===== src/rtl/rll_key_load_ctrl.sv =====
// Key load controller for RLL-locked netlists: beat-wise key load,
// XOR-fold tag check, registered key drive and fail lockout.
module rll_key_load_ctrl #(
  parameter int KEY_WIDTH = 32,
  parameter int CHUNK     = 8,
  parameter int MAX_FAILS = 3,
  localparam int NBEATS   = KEY_WIDTH / CHUNK,
  localparam int BW       = (NBEATS > 1) ? $clog2(NBEATS) : 1,
  localparam int FW       = $clog2(MAX_FAILS + 1)
) (
  input  logic                 clk,
  input  logic                 rst_n,
  input  logic                 start,
  input  logic                 abort,
  input  logic [CHUNK-1:0]     chunk_data,
  input  logic                 chunk_valid,
  output logic                 chunk_ready,
  output logic [KEY_WIDTH-1:0] key_out,
  output logic                 key_valid,
  output logic                 busy,
  output logic                 fail,
  output logic                 locked_out,
  output logic [FW-1:0]        fail_count
);

  typedef enum logic [2:0] {
    S_IDLE,
    S_LOAD,
    S_TAG,
    S_ACTIVE,
    S_LOCK
  } state_t;

  state_t               state, state_nx;
  logic [KEY_WIDTH-1:0] shadow;
  logic [CHUNK-1:0]     acc;
  logic [BW-1:0]        beat_cnt;
  logic                 xfer;
  logic                 tag_ok;
  logic                 last_beat;
  logic                 restart;
  logic [FW-1:0]        fc_inc;

  assign busy        = (state == S_LOAD) || (state == S_TAG);
  assign chunk_ready = busy;
  assign locked_out  = (state == S_LOCK);

  always_comb begin
    xfer      = chunk_valid && chunk_ready && !abort;
    tag_ok    = (chunk_data == acc);
    last_beat = (beat_cnt == BW'(NBEATS - 1));
    restart   = start && ((state == S_IDLE) || (state == S_ACTIVE));
    fc_inc    = (fail_count == FW'(MAX_FAILS)) ? fail_count
                                               : fail_count + FW'(1);
    state_nx  = state;
    case (state)
      S_IDLE:   if (start) state_nx = S_LOAD;
      S_LOAD: begin
        if (abort)                  state_nx = S_IDLE;
        else if (xfer && last_beat) state_nx = S_TAG;
      end
      S_TAG: begin
        if (abort)       state_nx = S_IDLE;
        else if (xfer) begin
          if (tag_ok)                         state_nx = S_ACTIVE;
          else if (fc_inc == FW'(MAX_FAILS)) state_nx = S_LOCK;
          else                                state_nx = S_IDLE;
        end
      end
      S_ACTIVE: if (start) state_nx = S_LOAD;
      S_LOCK:   state_nx = S_LOCK;
      default:  state_nx = S_IDLE;
    endcase
  end

  always_ff @(posedge clk or negedge rst_n) begin
    if (!rst_n) begin
      state      <= S_IDLE;
      shadow     <= '0;
      acc        <= '0;
      beat_cnt   <= '0;
      key_out    <= '0;
      key_valid  <= 1'b0;
      fail       <= 1'b0;
      fail_count <= '0;
    end else begin
      state <= state_nx;
      fail  <= 1'b0;
      if (restart || (abort && busy)) begin
        shadow   <= '0;
        acc      <= '0;
        beat_cnt <= '0;
      end
      if ((state == S_LOAD) && xfer) begin
        shadow[int'(beat_cnt)*CHUNK +: CHUNK] <= chunk_data;
        acc      <= acc ^ chunk_data;
        beat_cnt <= beat_cnt + BW'(1);
      end
      if ((state == S_TAG) && xfer) begin
        if (tag_ok) begin
          key_out    <= shadow;
          key_valid  <= 1'b1;
          fail_count <= '0;
        end else begin
          fail       <= 1'b1;
          fail_count <= fc_inc;
        end
      end
      // Drop the old key before any reload beat is taken.
      if ((state == S_ACTIVE) && start) begin
        key_out   <= '0;
        key_valid <= 1'b0;
      end
    end
  end

endmodule

===== config.mk =====
export PLATFORM = sky130hd
export DESIGN_NAME = rll_key_load_ctrl
export DESIGN_NICKNAME = d
export VERILOG_FILES = /design/src/rtl/rll_key_load_ctrl.sv
export SDC_FILE = /design/constraint.sdc
export NUM_CORES = 1
export LEC_CHECK = 0
export ABC_AREA = 1
export BUFFER_PORTS_ARGS = -buffer_cell sky130_fd_sc_hd__buf_2
export CAP_MARGIN = 20
export CORE_UTILIZATION = 45
export DETAILED_ROUTE_END_ITERATION = 8
export PLACE_DENSITY = 0.72
export SLEW_MARGIN = 40
export SYNTH_ARGS = -nofsm -noshare
export SYNTH_HDL_FRONTEND = slang
export SYNTH_SLANG_ARGS = --single-unit
export TNS_END_PERCENT = 5

===== constraint.sdc =====
create_clock -name clk -period 2 [get_ports clk]
set_input_delay 0.4 -clock clk [delete_from_list [all_inputs] [get_ports clk]]
set_output_delay 0.4 -clock clk [all_outputs]
set_load 0.05 [all_outputs]

* After elaboration in Yosys (flattened, before gate mapping) *
Cells that the tools add are included.

operators by class
  equal/unequal tests = 11
  $lt $le $gt $ge = 0
  bitwise logic cells = 1
  add/sub/neg operators = 3
  reduce and logical (&&, ||, !) cells = 19
  $mul = 0
  shifts and indexed selects = 2
  div/mod/pow operators = 0
  muxes and demuxes = 25

operators by type and width
  cell                                                   count
  two-way mux 32 bit                                     5
  negator 5 -> 33 bit                                    1
  variable shift 8 x 33 -> 32 bit, first input constant  1
  indexed part select 8 x 33 -> 32 bit                   1
  bitwise mux 32 bit                                     1
  two-way mux 3 bit                                      7
  two-way mux 8 bit                                      2
  one-hot mux 3 bit (4 select lines)                     1
  == test 8 bit                                          1
  logical AND 1 bit                                      8
  two-way mux 2 bit                                      4
  XOR 8 bit                                              1
  == test 2 bit, second input constant                   3
  == test 3 x 2 -> 1 bit, second input constant          2
  nonzero test 2 bit                                     3
  two-way mux 1 bit                                      5
  adder 2 x 1 -> 2 bit, second input constant            2
  == test 3 x 1 -> 1 bit, second input constant          1
  == test 3 bit, second input constant                   1
  logical NOT 3 bit                                      1
  logical OR 1 bit                                       3
  inequality test 3 x 2 -> 1 bit, second input constant  1
  inequality test 3 bit, second input constant           1
  AND reduction 3 bit                                    1
  4 further kinds                                        4

storage, ports and cells
  memory bits (read-only) = 0
  word-level logic and storage cells = 69
  bits in writable memories = 0
  memories kept = 0
  bits in latches = 0
  register bits = 81
  bits of input ports = 13
  output and inout port bits = 39

* Depth between registers and ports, before layout *
  depth after elaboration = 8
  gate-level depth with buffers = 10
  depth with buffers taken out = 9

* Worst setup path before layout *
Ideal clock, no wire load.

  kind = register to register
  start point = reg beat_cnt[0]
  end point = reg shadow[10]
  required time = 1,916 ps
  cell stages (with the launch flop) = 8
  period minus slack after synthesis = 1,771 ps
  slack = 229 ps
  arrival = 1,687 ps
  cells stage by stage = dfrtp_1 > buf_2 > inv_2 > ha_1 > inv_1 > nor2_1 > nand3_1 > o21ai_0

between the ends
  word-level cells in the longest chain between the ends = 4

ends and longest elaborated chain
  what                                                                                            RTL line  text
  from (decl)                                                                                     37        logic [BW-1:0] beat_cnt;
  from (signal assigned)                                                                          97        beat_cnt <= beat_cnt + BW'(1);
  negator 5 -> 33 bit *                                                                           95        shadow[int'(beat_cnt)*CHUNK +: CHUNK] <= chunk_data;
  indexed part select 8 x 33 -> 32 bit / variable shift 8 x 33 -> 32 bit (equally long branches)  95
  bitwise mux 32 bit *                                                                            95
  two-way mux 32 bit *                                                                            94        if ((state == S_LOAD) && xfer) begin
  to (signal, indexed assignment)                                                                 95
  to (decl)                                                                                       35        logic [KEY_WIDTH-1:0] shadow;

Mark *: on every way between the ends. The rest lies on a longest branch, timed or not.
A chain may end at the register's enable or synchronous reset.

* Worst setup path in the final report *
  start point = reg state[0]
  end point = out locked_out

between the ends
  word-level cells in the longest chain between the ends = 1

ends and longest elaborated chain
  what                    RTL line  text
  from (decl)             34        state_t state, state_nx;
  from (signal assigned)  87        state <= state_nx;
  == test 3 bit           46        assign locked_out = (state == S_LOCK);
  to (decl)               22        output logic locked_out,

Every way passes these cells.

==> impl.org <==
** Outcome
- Status :: finished, violations left
- Violated checks :: negative hold slack

** Timing
- Headroom to the max-slew limit came out at 64.3%.
- Setup repair after global routing left no endpoint under its margin.
- The final-report max-slew violation count is 0.
- Actual slew at the worst max-slew pin :: 0.535 ns
- Final Hold Slack :: -0.000800 ns
- For this run, the top clock speed supported by timing is 0.554 GHz.
- Min Tclk post-route :: 1.80 ns
- Setup violations remaining at the end of the flow were counted as 0.
- Summed over all failing endpoints, the final setup total negative slack is 0 ns.
- Post-route clock skew :: 0.0132 ns
- The final number of hold-violating endpoints is 5.
- Dividing the final minimum period by the clock period gives 90.2%.
- In the post-route analysis, the smallest setup slack over all paths is 0.196 ns.

** Global route
- The number of global-route vias before repair is 2,918.
- Maximum number of pins on one net before global-route repair :: 40
- Antenna violations before repair :: 0
- First-pass GRT wire length :: 14.2 mm
- Remaining Overflow, GRT :: 0
- Gr usage total :: 21.7%

** Drt
- Wirelength per Cell :: 13.9 µm
- For this run, design rule violations remaining after detail routing come to 0.
- Post-detailed-route via-to-cell ratio :: 5.19
- In this run the remaining antenna-violating nets after routing total 0.
- Summing over every cut layer, the via total after detailed routing is 3,083.
- DR iter-0 viols :: 198
- Summed over all layers, the routed wires come to 8.27 mm.
- Length of the first detailed-routing pass in iterations :: 4

** Layout
- Filler Cell Count :: 732
- In the final design database the tool counted 505 nets.
- The number of antenna diodes in the final layout is 0.
- Area Growth Syn to Fin :: 14.9%
- In the final layout, the share of cells above drive strength 1 is 18.5%.

** Clocking
- Number of sinks driven by the clock tree :: 81
- TritonCTS built the clock tree.
- H-Tree Depth :: 3
- For the worst-skew pair, the clock arrives at the later sink with an insertion delay of 0.36 ns.
- CTS Root Cell :: sky130_fd_sc_hd__clkbuf_8
- Clock Path Buffers :: 2
- Number of buffers added to fix hold violations after cts :: 0
- Post-CTS setup buffer count :: 0
- Number of buffers added by the clock tree synthesis step :: 9
- Gates resized during post-CTS repair numbered 0.
- Clock-pin transition on the worst setup and hold timing paths :: 0.10 ns

** Critical path
- The critical path is of the flop to primary output type.
- The worst register-to-register path has a depth of 7.
- Data required time of the worst path :: 1.60 ns
- Data arrives at the worst endpoint at 1.40 ns.
- Kind of capture point of the worst setup path :: primary output
- For flop-to-flop paths, the worst setup slack is 0.27 ns.
- The worst register-to-register path begins at state[1].
- Maximum fanout count along the critical path :: 5
- Capture point of the worst reg-to-reg path :: shadow[23]
- STA classifies the critical path startpoint as a flop.
- Crit path from :: state[0]

** Die
- Row generation in the floorplan step produced 32 rows.
- Once the floorplan was initialized, standard cells occupied 47.1% of the core.
- Measured along the y axis, the die boundary spans 92.4 µm.
- Area enclosed by the die boundary :: 8530 µm²
- Ports :: 52
- Horizontal die dimension :: 92.4 µm
- The core region is 7810 µm².

** Place
- Port buffering added 51 buffers.
- Final RePlAce weighted congestion :: 0.870
- Prior to clock tree synthesis, the placed netlist has a worst setup slack of 0.230 ns.
- The wire-length estimate of the detail-placed layout is 5.89 mm.

** Logic synthesis
- After synthesis, the mean cell area works out to 8.41 µm².
- Library cells used by synthesis :: 22
- Sequential cell area fraction in the yosys report :: 55.2%
- Syn_nets :: 455
- Count of state elements after synthesis :: 81
- Cells after synthesis :: 437
- Post-Synthesis Cell Area :: 3670 µm²
- Ys Warns :: 0

** Job
- The tool flagged a number of max-cap violations equal to 0.

** Pwr
- Dividing total power by cell area gives a power density of 1090 nW/µm².
- Largest voltage drop on the vdd net :: 0.000517 V
- The design draws 4.59 mW.
- The analysis attributes to cell leakage a power of 2.27 nW.

** Min path
- Worst min-delay path category :: input pin to asynchronous set/reset pin
-- synth_stat cells --
cell	number	area, µm²
sky130_fd_sc_hd__clkbuf_1	2	7.51
sky130_fd_sc_hd__nor2_1	7	26.3
sky130_fd_sc_hd__nand2_2	3	18.8
sky130_fd_sc_hd__nor2_2	4	25.0
sky130_fd_sc_hd__o21ai_1	5	25.0
sky130_fd_sc_hd__nor2_4	2	22.5
sky130_fd_sc_hd__nand4_1	10	62.6
sky130_fd_sc_hd__ha_1	5	62.6
sky130_fd_sc_hd__clkinv_2	1	5.00
sky130_fd_sc_hd__dfrtp_1	81	2030
sky130_fd_sc_hd__a21oi_1	3	15.0
sky130_fd_sc_hd__buf_4	2	15.0
sky130_fd_sc_hd__inv_1	32	120
sky130_fd_sc_hd__inv_2	5	18.8
sky130_fd_sc_hd__o21ai_0	40	200
sky130_fd_sc_hd__buf_2	9	45.0
sky130_fd_sc_hd__nand3_2	1	10.0
sky130_fd_sc_hd__nand3_1	70	350
sky130_fd_sc_hd__nand2_1	148	556
sky130_fd_sc_hd__nand3_4	1	17.5
sky130_fd_sc_hd__buf_6	3	33.8
sky130_fd_sc_hd__buf_1	3	11.3
-- critical path, stage by stage, from the launching register on --
cell                      delay, ns
sky130_fd_sc_hd__dfrtp_1       0.44
sky130_fd_sc_hd__inv_1         0.12
sky130_fd_sc_hd__nand2_1       0.08
sky130_fd_sc_hd__nor2_1        0.13
sky130_fd_sc_hd__buf_2         0.28
-- final cells by class --
class / count / area, µm² / share of cell area [%]
Sequential cell: 81 / 2030 / 48.0
Multi-Input combinational cell: 299 / 1390 / 33.0
Timing Repair Buffer: 58 / 323 / 7.65
Inverter: 38 / 144 / 3.41
Tap cell: 102 / 128 / 3.02
Clock buffer: 9 / 124 / 2.93
Clock inverter: 7 / 85.1 / 2.02
-- registers in the layout, indices dropped and copies added (netlist names) --
register,count
beat_cnt,2
state,3
shadow,32
fail,1
key_out,32
key_valid,1
acc,8
fail_count,2
-- kinds of logic (layout without fill, tap and decap cells) --
family,Yosys count,in the layout,synth area share [%]
flip-flops,81,81,55.2
AND/OR/NAND/NOR,246,246,29.6
buffers and inverters,57,112,6.98
adder cells (fa/ha/maj),5,5,1.70
AO/OA/AOI/OAI,48,48,6.54
-- layout by cell type, fill, tap and decap left out, types with 2 or more instances in the layout --
cell type / netlist / layout
sky130_fd_sc_hd__ha_1: 5 / 5
sky130_fd_sc_hd__buf_2: 9 / 50
sky130_fd_sc_hd__buf_4: 2 / 7
sky130_fd_sc_hd__nor2_2: 4 / 4
sky130_fd_sc_hd__inv_6: 0 / 3
sky130_fd_sc_hd__a21oi_1: 3 / 3
sky130_fd_sc_hd__nand4_1: 10 / 10
sky130_fd_sc_hd__nand2_1: 148 / 148
sky130_fd_sc_hd__clkbuf_8: 0 / 9
sky130_fd_sc_hd__o21ai_0: 40 / 40
sky130_fd_sc_hd__inv_1: 32 / 32
sky130_fd_sc_hd__nor2_4: 2 / 2
sky130_fd_sc_hd__nand2_2: 3 / 3
sky130_fd_sc_hd__nor2_1: 7 / 7
sky130_fd_sc_hd__nand3_1: 70 / 70
sky130_fd_sc_hd__dfrtp_1: 81 / 81
sky130_fd_sc_hd__clkinv_4: 0 / 2
sky130_fd_sc_hd__o21ai_1: 5 / 5
sky130_fd_sc_hd__inv_2: 5 / 5
-- report_power, final --
group	switching (mW)	total (mW)	internal, mW
clock	0.664	1.27	0.603
sequential	0.120	1.92	1.80
combinational	1.08	1.41	0.330
total	1.86	4.59	2.73
-- layer usage --
metal  global-route usage (%)  routed length (µm)
met5                        0                   0
met4                     7.68                  63
met3                     5.50                 360
met2                     32.3                3900
met1                     30.8                3940
-- worst max-delay path by stage --
stage / end / slack [ns]
floorplan: shadow[10] / 0.23
global placement: shadow[24] / 0.24
detailed placement: key_out[31] / 0.23
CTS: locked_out / 0.18
global route: shadow[21] / 0.07
finish: locked_out / 0.20
-- per-stage QoR --
stage	hold WS [ns]	instances	instance area, µm²	utilization [%]
after floorplan	0.104	437	3670	-
after global placement	0.405	578	4010	51.4
after detailed placement	0.405	578	4010	51.4
after CTS	0.00470	594	4220	54.1
after global routing	0.0192	594	4220	54.1
final	-0.000800	594	4220	54.1
No activity file was read; power rests on OpenSTA's default activity.
